## src/rtl/cache_axi_arbiter.sv

```systemverilog
// Arbitrates I-cache and D-cache single-word requests onto one AXI master, one transaction at a time.
// `define ARB_ROUND_ROBIN_EN for alternating grants; default build gives data fixed priority over inst.
module cache_axi_arbiter #(
  parameter int ID_W = 4
) (
  input  logic            clk,
  input  logic            reset,
  input  logic            inst_cache_req,
  input  logic [31:0]     inst_cache_addr,
  output logic [31:0]     inst_cache_rdata,
  output logic            inst_cache_dok,
  input  logic            data_cache_req,
  input  logic            data_cache_wr,
  input  logic [31:0]     data_cache_addr,
  input  logic [31:0]     data_cache_wdata,
  input  logic [3:0]      data_cache_wstrb,
  output logic [31:0]     data_cache_rdata,
  output logic            data_cache_dok,
  output logic [ID_W-1:0] arid,
  output logic [31:0]     araddr,
  output logic [7:0]      arlen,
  output logic [2:0]      arsize,
  output logic [1:0]      arburst,
  output logic            arvalid,
  input  logic            arready,
  input  logic [ID_W-1:0] rid,
  input  logic [31:0]     rdata,
  input  logic [1:0]      rresp,
  input  logic            rlast,
  input  logic            rvalid,
  output logic            rready,
  output logic [ID_W-1:0] awid,
  output logic [31:0]     awaddr,
  output logic [7:0]      awlen,
  output logic [2:0]      awsize,
  output logic [1:0]      awburst,
  output logic            awvalid,
  input  logic            awready,
  output logic [ID_W-1:0] wid,
  output logic [31:0]     wdata,
  output logic [3:0]      wstrb,
  output logic            wlast,
  output logic            wvalid,
  input  logic            wready,
  input  logic [ID_W-1:0] bid,
  input  logic [1:0]      bresp,
  input  logic            bvalid,
  output logic            bready
);

  typedef enum logic [2:0] {S_IDLE, S_AR, S_R, S_AW_W, S_B, S_DONE} state_t;

  state_t      state, state_nxt;
  logic        any_req;
  logic        grant_data;
  logic        owner_data;
  logic [31:0] addr_q;
  logic        unused_ok;

  assign any_req   = inst_cache_req || data_cache_req;
  assign unused_ok = ^{rid, rresp, rlast, bid, bresp};

`ifdef ARB_ROUND_ROBIN_EN
  logic rr_data;

  assign grant_data = data_cache_req && (!inst_cache_req || rr_data);

  // Pointer always moves to the side that was not just granted.
  always_ff @(posedge clk) begin
    if (reset)
      rr_data <= 1'b1;
    else if (state == S_IDLE && any_req)
      rr_data <= !grant_data;
  end
`else
  assign grant_data = data_cache_req;
`endif

  always_ff @(posedge clk) begin
    if (reset)
      state <= S_IDLE;
    else
      state <= state_nxt;
  end

  always_comb begin
    state_nxt = state;
    case (state)
      S_IDLE:  if (any_req) state_nxt = (grant_data && data_cache_wr) ? S_AW_W : S_AR;
      S_AR:    if (arready) state_nxt = S_R;
      S_R:     if (rvalid) state_nxt = S_DONE;
      S_AW_W:  if ((!awvalid || awready) && (!wvalid || wready)) state_nxt = S_B;
      S_B:     if (bvalid) state_nxt = S_DONE;
      S_DONE:  state_nxt = S_IDLE;
      default: state_nxt = S_IDLE;
    endcase
  end

  // Handshake and completion outputs are flops loaded from the next state.
  always_ff @(posedge clk) begin
    if (reset) begin
      arvalid          <= 1'b0;
      rready           <= 1'b0;
      awvalid          <= 1'b0;
      wvalid           <= 1'b0;
      bready           <= 1'b0;
      inst_cache_dok   <= 1'b0;
      data_cache_dok   <= 1'b0;
      inst_cache_rdata <= 32'd0;
      data_cache_rdata <= 32'd0;
      owner_data       <= 1'b0;
      addr_q           <= 32'd0;
      wdata            <= 32'd0;
      wstrb            <= 4'd0;
    end else begin
      arvalid        <= (state_nxt == S_AR);
      rready         <= (state_nxt == S_R);
      bready         <= (state_nxt == S_B);
      inst_cache_dok <= (state_nxt == S_DONE) && !owner_data;
      data_cache_dok <= (state_nxt == S_DONE) && owner_data;

      if (state != S_AW_W && state_nxt == S_AW_W) begin
        awvalid <= 1'b1;
        wvalid  <= 1'b1;
      end else if (state == S_AW_W) begin
        if (awready) awvalid <= 1'b0;
        if (wready)  wvalid  <= 1'b0;
      end else begin
        awvalid <= 1'b0;
        wvalid  <= 1'b0;
      end

      if (state == S_IDLE && any_req) begin
        owner_data <= grant_data;
        addr_q     <= grant_data ? data_cache_addr : inst_cache_addr;
        if (grant_data) begin
          wdata <= data_cache_wdata;
          wstrb <= data_cache_wstrb;
        end
      end

      if (state == S_R && rvalid) begin
        if (owner_data)
          data_cache_rdata <= rdata;
        else
          inst_cache_rdata <= rdata;
      end
    end
  end

  assign arid    = ID_W'(owner_data);
  assign araddr  = addr_q;
  assign arlen   = 8'd0;
  assign arsize  = 3'b010;
  assign arburst = 2'b01;
  assign awid    = ID_W'(1);
  assign awaddr  = addr_q;
  assign awlen   = 8'd0;
  assign awsize  = 3'b010;
  assign awburst = 2'b01;
  assign wid     = ID_W'(1);
  assign wlast   = 1'b1;

endmodule

```

## config.mk

```make
export PLATFORM = sky130hd
export DESIGN_NAME = cache_axi_arbiter
export DESIGN_NICKNAME = d
export VERILOG_FILES = /design/src/rtl/cache_axi_arbiter.sv
export SDC_FILE = /design/constraint.sdc
export NUM_CORES = 1
export LEC_CHECK = 0
export ABC_AREA = 0
export CAP_MARGIN = 10
export CORE_ASPECT_RATIO = 0.5
export CORE_UTILIZATION = 30
export CTS_CLUSTER_DIAMETER = 120
export DETAILED_ROUTE_END_ITERATION = 6
export HOLD_SLACK_MARGIN = 0.12
export PLACE_DENSITY = 0.7
export SLEW_MARGIN = 25
export SYNTH_ARGS = -nofsm -noshare
export SYNTH_HDL_FRONTEND = slang
export SYNTH_SLANG_ARGS = --single-unit
export TNS_END_PERCENT = 20
```

## constraint.sdc

```tcl
create_clock -name clk -period 1.5 [get_ports clk]
set_clock_uncertainty 0.2 [all_clocks]
set_input_delay 0.15 -clock clk [delete_from_list [all_inputs] [get_ports clk]]
set_output_delay 0.15 -clock clk [all_outputs]
set_load 0.03 [all_outputs]
```

# After elaboration in Yosys (flattened, before gate mapping)
# Cells that the tools add are included.
[totals]
mem_bits_ro = 0
reg_bits = 143
latchBits = 0
mem_count = 0
elab_cells = 58
output_inout_bits = 210
inputBits = 155
ramBits = 0
[classes]
reduce_logical = 17
div = 0
n_eq_ne = 12
mux = 14
magnitude_cmp = 0
n_mul = 0
bitwise = 1
shifts = 0
n_addsub = 0
[op_table]
columns = ["operator", "count"]
rows = [
  ["2-to-1 mux 32 bit", 1],
  ["2-to-1 mux 3 bit", 5],
  ["case mux 3 bit (5 select lines)", 1],
  ["== test 3 x 2 -> 1 bit (second input constant)", 4],
  ["== test 3 bit (second input constant)", 3],
  ["logical AND 1 bit", 7],
  ["== test 3 x 1 -> 1 bit (second input constant)", 2],
  ["2-to-1 mux 1 bit", 6],
  ["!= test 3 bit (second input constant)", 2],
  ["AND reduction 2 bit", 3],
  ["logical NOT 1 bit", 3],
  ["logical NOT 3 bit", 1],
  ["logical OR 1 bit", 3],
  ["!= test 3 x 2 -> 1 bit (second input constant)", 1],
  ["2-to-1 mux 2 bit", 1],
  ["inverter 1 bit", 1],
]

# Depth between registers and ports, before layout
[logic_depth]
word_depth = 8
mapped_depth = 7
mapped_depth_nobuf = 4

# Worst setup path after synthesis
# Ideal clock, no wire load.
[synth_path]
path_kind = "register to register"
from = "register wvalid"
to = "register arvalid"
path_slack_ns = -0.102
stages_incl_launch_ff = 5
setup_ns = 0.073
synth_period_minus_slack_ns = 1.602
arrival_ns = 1.328
n_path_buf = 0
required_ns = 1.227
path_cell_list = "dfxtp_1 nor2b_1 nor3b_1 a211oi_2 nor3b_2"
[synth_between]
elab_chain_len = 6
[synth_rtl]
columns = ["element", "line_no", "text"]
rows = [
  ["start: declaration", "43", "output logic wvalid,"],
  ["start signal: assignment", "105", "wvalid <= 1'b0;"],
  ["start signal: assignment", "124", "wvalid <= 1'b1;"],
  ["start signal: assignment", "127", "if (wready) wvalid <= 1'b0;"],
  ["logical NOT 1 bit", "92", "S_AW_W: if ((!awvalid || awready) && (!wvalid || wready)) state_nxt = S_B;"],
  ["logical OR 1 bit", "92", ""],
  ["logical AND 1 bit", "92", ""],
  ["2-to-1 mux 3 bit", "92", ""],
  ["case mux 3 bit (5 select lines)", "88", "case (state)"],
  ["== test 3 x 1 -> 1 bit", "116", "arvalid <= (state_nxt == S_AR);"],
  ["end signal: assignment", "116", ""],
  ["end: declaration", "24", "output logic arvalid,"],
]
# No other way between the ends.
# A chain may end at the register's enable or synchronous reset.

# Worst setup path after layout
[layout_path]
from = "register state[2]"
to = "register data_cache_dok"
[layout_between]
elab_chain_len = 4
elab_cells_between_ends = 13
[layout_rtl]
columns = ["element", "line_no", "text"]
rows = [
  ["start: declaration", "53", "state_t state, state_nxt;"],
  ["start signal: assignment", "83", "state <= state_nxt;"],
  ["== test 3 bit (tied with other cells)", "88", ""],
  ["case mux 3 bit (5 select lines) (*)", "88", ""],
  ["== test 3 bit (*)", "120", "data_cache_dok <= (state_nxt == S_DONE) && owner_data;"],
  ["logical AND 1 bit (*)", "120", ""],
  ["end signal: assignment", "120", ""],
  ["end: declaration", "18", "output logic data_cache_dok,"],
]
# Every way passes the cells marked *; elsewhere a longest branch is shown, timed or not.

==> reports/qor_table.md <==
| Result | This run |
| --- | --- |
| Clk pin slew, worst setup/hold paths | 0.06 ns |
| Hpwl dp | 13600 microns |
| Total routing resource utilization after global routing | 0.181 |
| Clock latency on the worst-skew pair | 0.41 ns |
| Least setup slack across all paths after layout | -0.189 ns |
| Status | finished with violations |
| Pin count of the biggest net entering global routing | 52 |
| CTS tree | yes |
| # DRC | 0 |
| Global-route wire length before repair | 29400 microns |
| Proportion of total power due to net switching | 0.336 |
| Flop pwr share | 0.346 |
| Max-Cap Viols | 0 |
| Final WL | 20500 microns |
| Part of the Yosys area used for sequential elements | 0.481 |
| Layout cells sized above 1 | 0.318 |
| CP endpoint kind | flip-flop |
| Unrepaired setup endpoints after global routing | true |
| Met1 GRT Util | 0.195 |
| Max Root-Sink Buffers | 2 |
| Fill count | 1603 |
| Worst path cell trace | buf_6 -> nor2_4 -> o311ai_4 -> a221o_1 -> nor4b_2 |
| First-iteration detailed-routing DRC count | 192 |
| Number of search-and-repair iterations in the first detailed-routing pass | 4 |
| Overall die area | 20400 sq um |
| Cell Area, Synth | 5950 sq um |
| Highest Clock Rate | 0.592 GHz |
| Routing usage on met2 | 0.336 |
| Routed vias | 6015 |
| Vias per inst | 4.53 |
| Endpoints failing setup | 141 |
| Number of buffers created by CTS | 17 |
| Startpoint of the tightest hold check path | rdata[6] |
| Die extent in x | 201 microns |
| Critical Path Fanout Max | 5 |
| Peak supply drop | 792 uV |
| Count of buffers from port buffering | 313 |
| Number of buffers and inverters on the critical path | 1 |
| Startpoint kind of the worst setup timing path | flip-flop |
| Worst Path Class, Setup | reg2reg |
| Worst EP required | 1.63 ns |
| Shortest clock period the worst path allows after layout | 1.69 ns |
| Floorplan row count | 35 |
| Cell family with the largest share of critical-path delay | compound AO/OA/AOI/OAI gates |
| Area of the core | 18900 sq um |
| Top library cells by usage in the layout, fill and taps aside | sky130_fd_sc_hd__nand2_1 (182), sky130_fd_sc_hd__clkdlybuf4s50_1 (139), sky130_fd_sc_hd__dfxtp_1 (138) |
| Grt ovf | 0 |
| Pins over their slew limit | 0 |
| Mapped Avg Cell Area | 8.42 sq um |
| Synthesis-to-finish area growth | 79.5% |
| Arr. time, crit path | 1.81 ns |
| Most common cell after layout, fill and taps aside | sky130_fd_sc_hd__nand2_1 |
| Clk root buf | sky130_fd_sc_hd__clkbuf_16 |
| Remaining number of nets flagged by the antenna check after routing | 0 |
| Total power divided by cell area | 1190 nW/um^2 |
| Initial Util | 0.315 |
| CP peak stage delay | 0.40 ns |
| Cell with the biggest individual delay on the critical path | sky130_fd_sc_hd__a221o_1 |
| Failing checks | negative setup slack |
| Final net count | 1212 |
| Number of instances in the synthesized netlist | 706 |
| Switching power | 4.25 mW |
| Worst Setup SP | state[2] |
| Most utilized layer in the global route result | met2 |
| Global placement routability congestion | 0.816 |
| Portion of total power attributed to the clock network | 0.344 |
| Num ports | 365 |
| Clock Sinks | 143 |
| Wirelength per Cell | 15.4 microns |
| Launch point of the worst reg-to-reg path | state[2] |
| Combinational share of power | 0.310 |
| Period Utilization, post-route | 1.13 |
| Final Hold Viols | 0 |
| Number of antenna violations at the first check in global routing | 0 |
| Vias in the first global route | 5720 |
| Overall die height | 102 microns |
| Post-layout total power | 12.6 mW |
| Met3 Use GR | 0.0428 |
| Warnings from Yosys | 0 |
| Leakage power figure | 4.13 nW |
| Library cells used by synthesis | 35 |
| Path category of the worst min-delay check | in2reg |
| Internal power consumption | 8.40 mW |
| Utilization after layout | 0.565 |
| H-tree lvl count | 4 |
| Flip-flop and latch count after synthesis | 143 |
| Diodes inserted | 0 |
-- routing by layer --
metal	part of all wire	routed length, microns
met2	0.51	10500
met5	0	0
met4	0.038	785
met1	0.40	8230
met3	0.047	966
-- path summary, 6_finish.rpt --
path,to,slack (ns),depth (start not counted)
hold reg to reg,inst_cache_rdata[5],0.26,2
hold / removal,inst_cache_rdata[6],0.13,3
setup / recovery,data_cache_dok,-0.19,5
setup reg to reg,data_cache_dok,-0.19,5
-- per-stage QoR --
step	std cells	setup TNS [ns]	setup slack [ns]	cell area, sq um	hold WS, ns
after CTS	1320	-14.21	-0.198	10500	0.119
final	1329	-12.31	-0.189	10700	0.133
after floorplan	742	-3.68	-0.0819	6100	0.0860
after global placement	1228	-29.35	-0.331	9180	0.241
after global routing	1329	-20.81	-0.286	10700	0.141
after detailed placement	1228	-33.28	-0.344	9180	0.245
-- sequential cells by signal (all words and copies together) (netlist names) --
register / flops
data_cache_rdata: 32
inst_cache_rdata: 32
bready: 1
araddr: 32
rready: 1
wvalid: 1
arvalid: 1
state: 3
awvalid: 1
wstrb: 4
data_cache_dok: 1
owner_data: 1
wdata: 32
inst_cache_dok: 1
-- cells by family (layout without fill, tap and decap cells) --
logic type	Yosys count	count (layout)	synth area share
mux	32	32	0.0539
compound gates	144	144	0.139
buf+inv	122	450	0.140
simple gates	263	263	0.185
flops	143	143	0.481
other cells	2	38	0.00126
-- final cells by class --
cell class	instances	area, sq um	share of cell area
clock inverters	13	153	0.0143
multi-input cells	477	2710	0.254
well taps	259	324	0.0304
clock buffers	19	453	0.0424
flip-flops and latches	143	2880	0.270
repair buffers	418	4160	0.389
-- power groups by stage --
stage / clock [mW] / sequential, mW / combinational, mW
floorplan: 0 / 5.02 / 1.69
global placement: 0 / 4.43 / 3.64
detailed placement: 0 / 4.46 / 3.67
CTS: 4.46 / 4.38 / 3.66
global route: 4.62 / 4.42 / 4.14
finish: 4.35 / 4.38 / 3.92
-- worst reg2reg max path, delay by kind of cell, from the launching register on --
kind,cells,cell delay (ns)
compound gates,2,0.52
flops,1,0.37
simple gates,2,0.38
buf+inv,1,0.14
-- cell usage after synthesis --
cell                       number  area [sq um]
sky130_fd_sc_hd__a211oi_1      32           240
sky130_fd_sc_hd__a211oi_2       1          12.5
sky130_fd_sc_hd__a21oi_1      104           521
sky130_fd_sc_hd__a221o_1        1          10.0
sky130_fd_sc_hd__a31oi_1        2          12.5
sky130_fd_sc_hd__and2_1         1          6.26
sky130_fd_sc_hd__and2b_1        1          7.51
sky130_fd_sc_hd__and3b_1        2          17.5
sky130_fd_sc_hd__and4bb_4       1          16.3
sky130_fd_sc_hd__buf_1          1          3.75
sky130_fd_sc_hd__buf_2         12          60.1
sky130_fd_sc_hd__buf_4         75           563
sky130_fd_sc_hd__buf_6         10           113
sky130_fd_sc_hd__clkbuf_1      24          90.1
sky130_fd_sc_hd__conb_1         2          7.51
sky130_fd_sc_hd__dfxtp_1      143          2860
sky130_fd_sc_hd__mux2i_1       32           320
sky130_fd_sc_hd__nand2_1      203           762
sky130_fd_sc_hd__nand2_2        1          6.26
sky130_fd_sc_hd__nand2b_1       2          12.5
sky130_fd_sc_hd__nand2b_2       1          8.76
sky130_fd_sc_hd__nand3_1        1          5.00
sky130_fd_sc_hd__nand3b_1       1          7.51
sky130_fd_sc_hd__nor2_1        38           143
sky130_fd_sc_hd__nor2b_1        2          12.5
sky130_fd_sc_hd__nor3_1         2          10.0
sky130_fd_sc_hd__nor3b_1        1          7.51
sky130_fd_sc_hd__nor3b_2        1          12.5
sky130_fd_sc_hd__nor4_1         1          6.26
sky130_fd_sc_hd__nor4_2         1          12.5
sky130_fd_sc_hd__nor4b_2        3          45.0
sky130_fd_sc_hd__o211a_1        1          10.0
sky130_fd_sc_hd__o21a_1         1          7.51
sky130_fd_sc_hd__o21ai_0        1          5.00
sky130_fd_sc_hd__o311ai_1       1          8.76
-- what timing repair did --
item	4_1_cts	5_1_grt
gates cloned	0	5
hold buffers	60	0
endpoints found under the setup margin	311	212
pin swaps	5	27
hold endpoints to repair	141	0
gates resized for setup	449	165
buffers inserted	0	4
(Power assumes the default switching activity.)
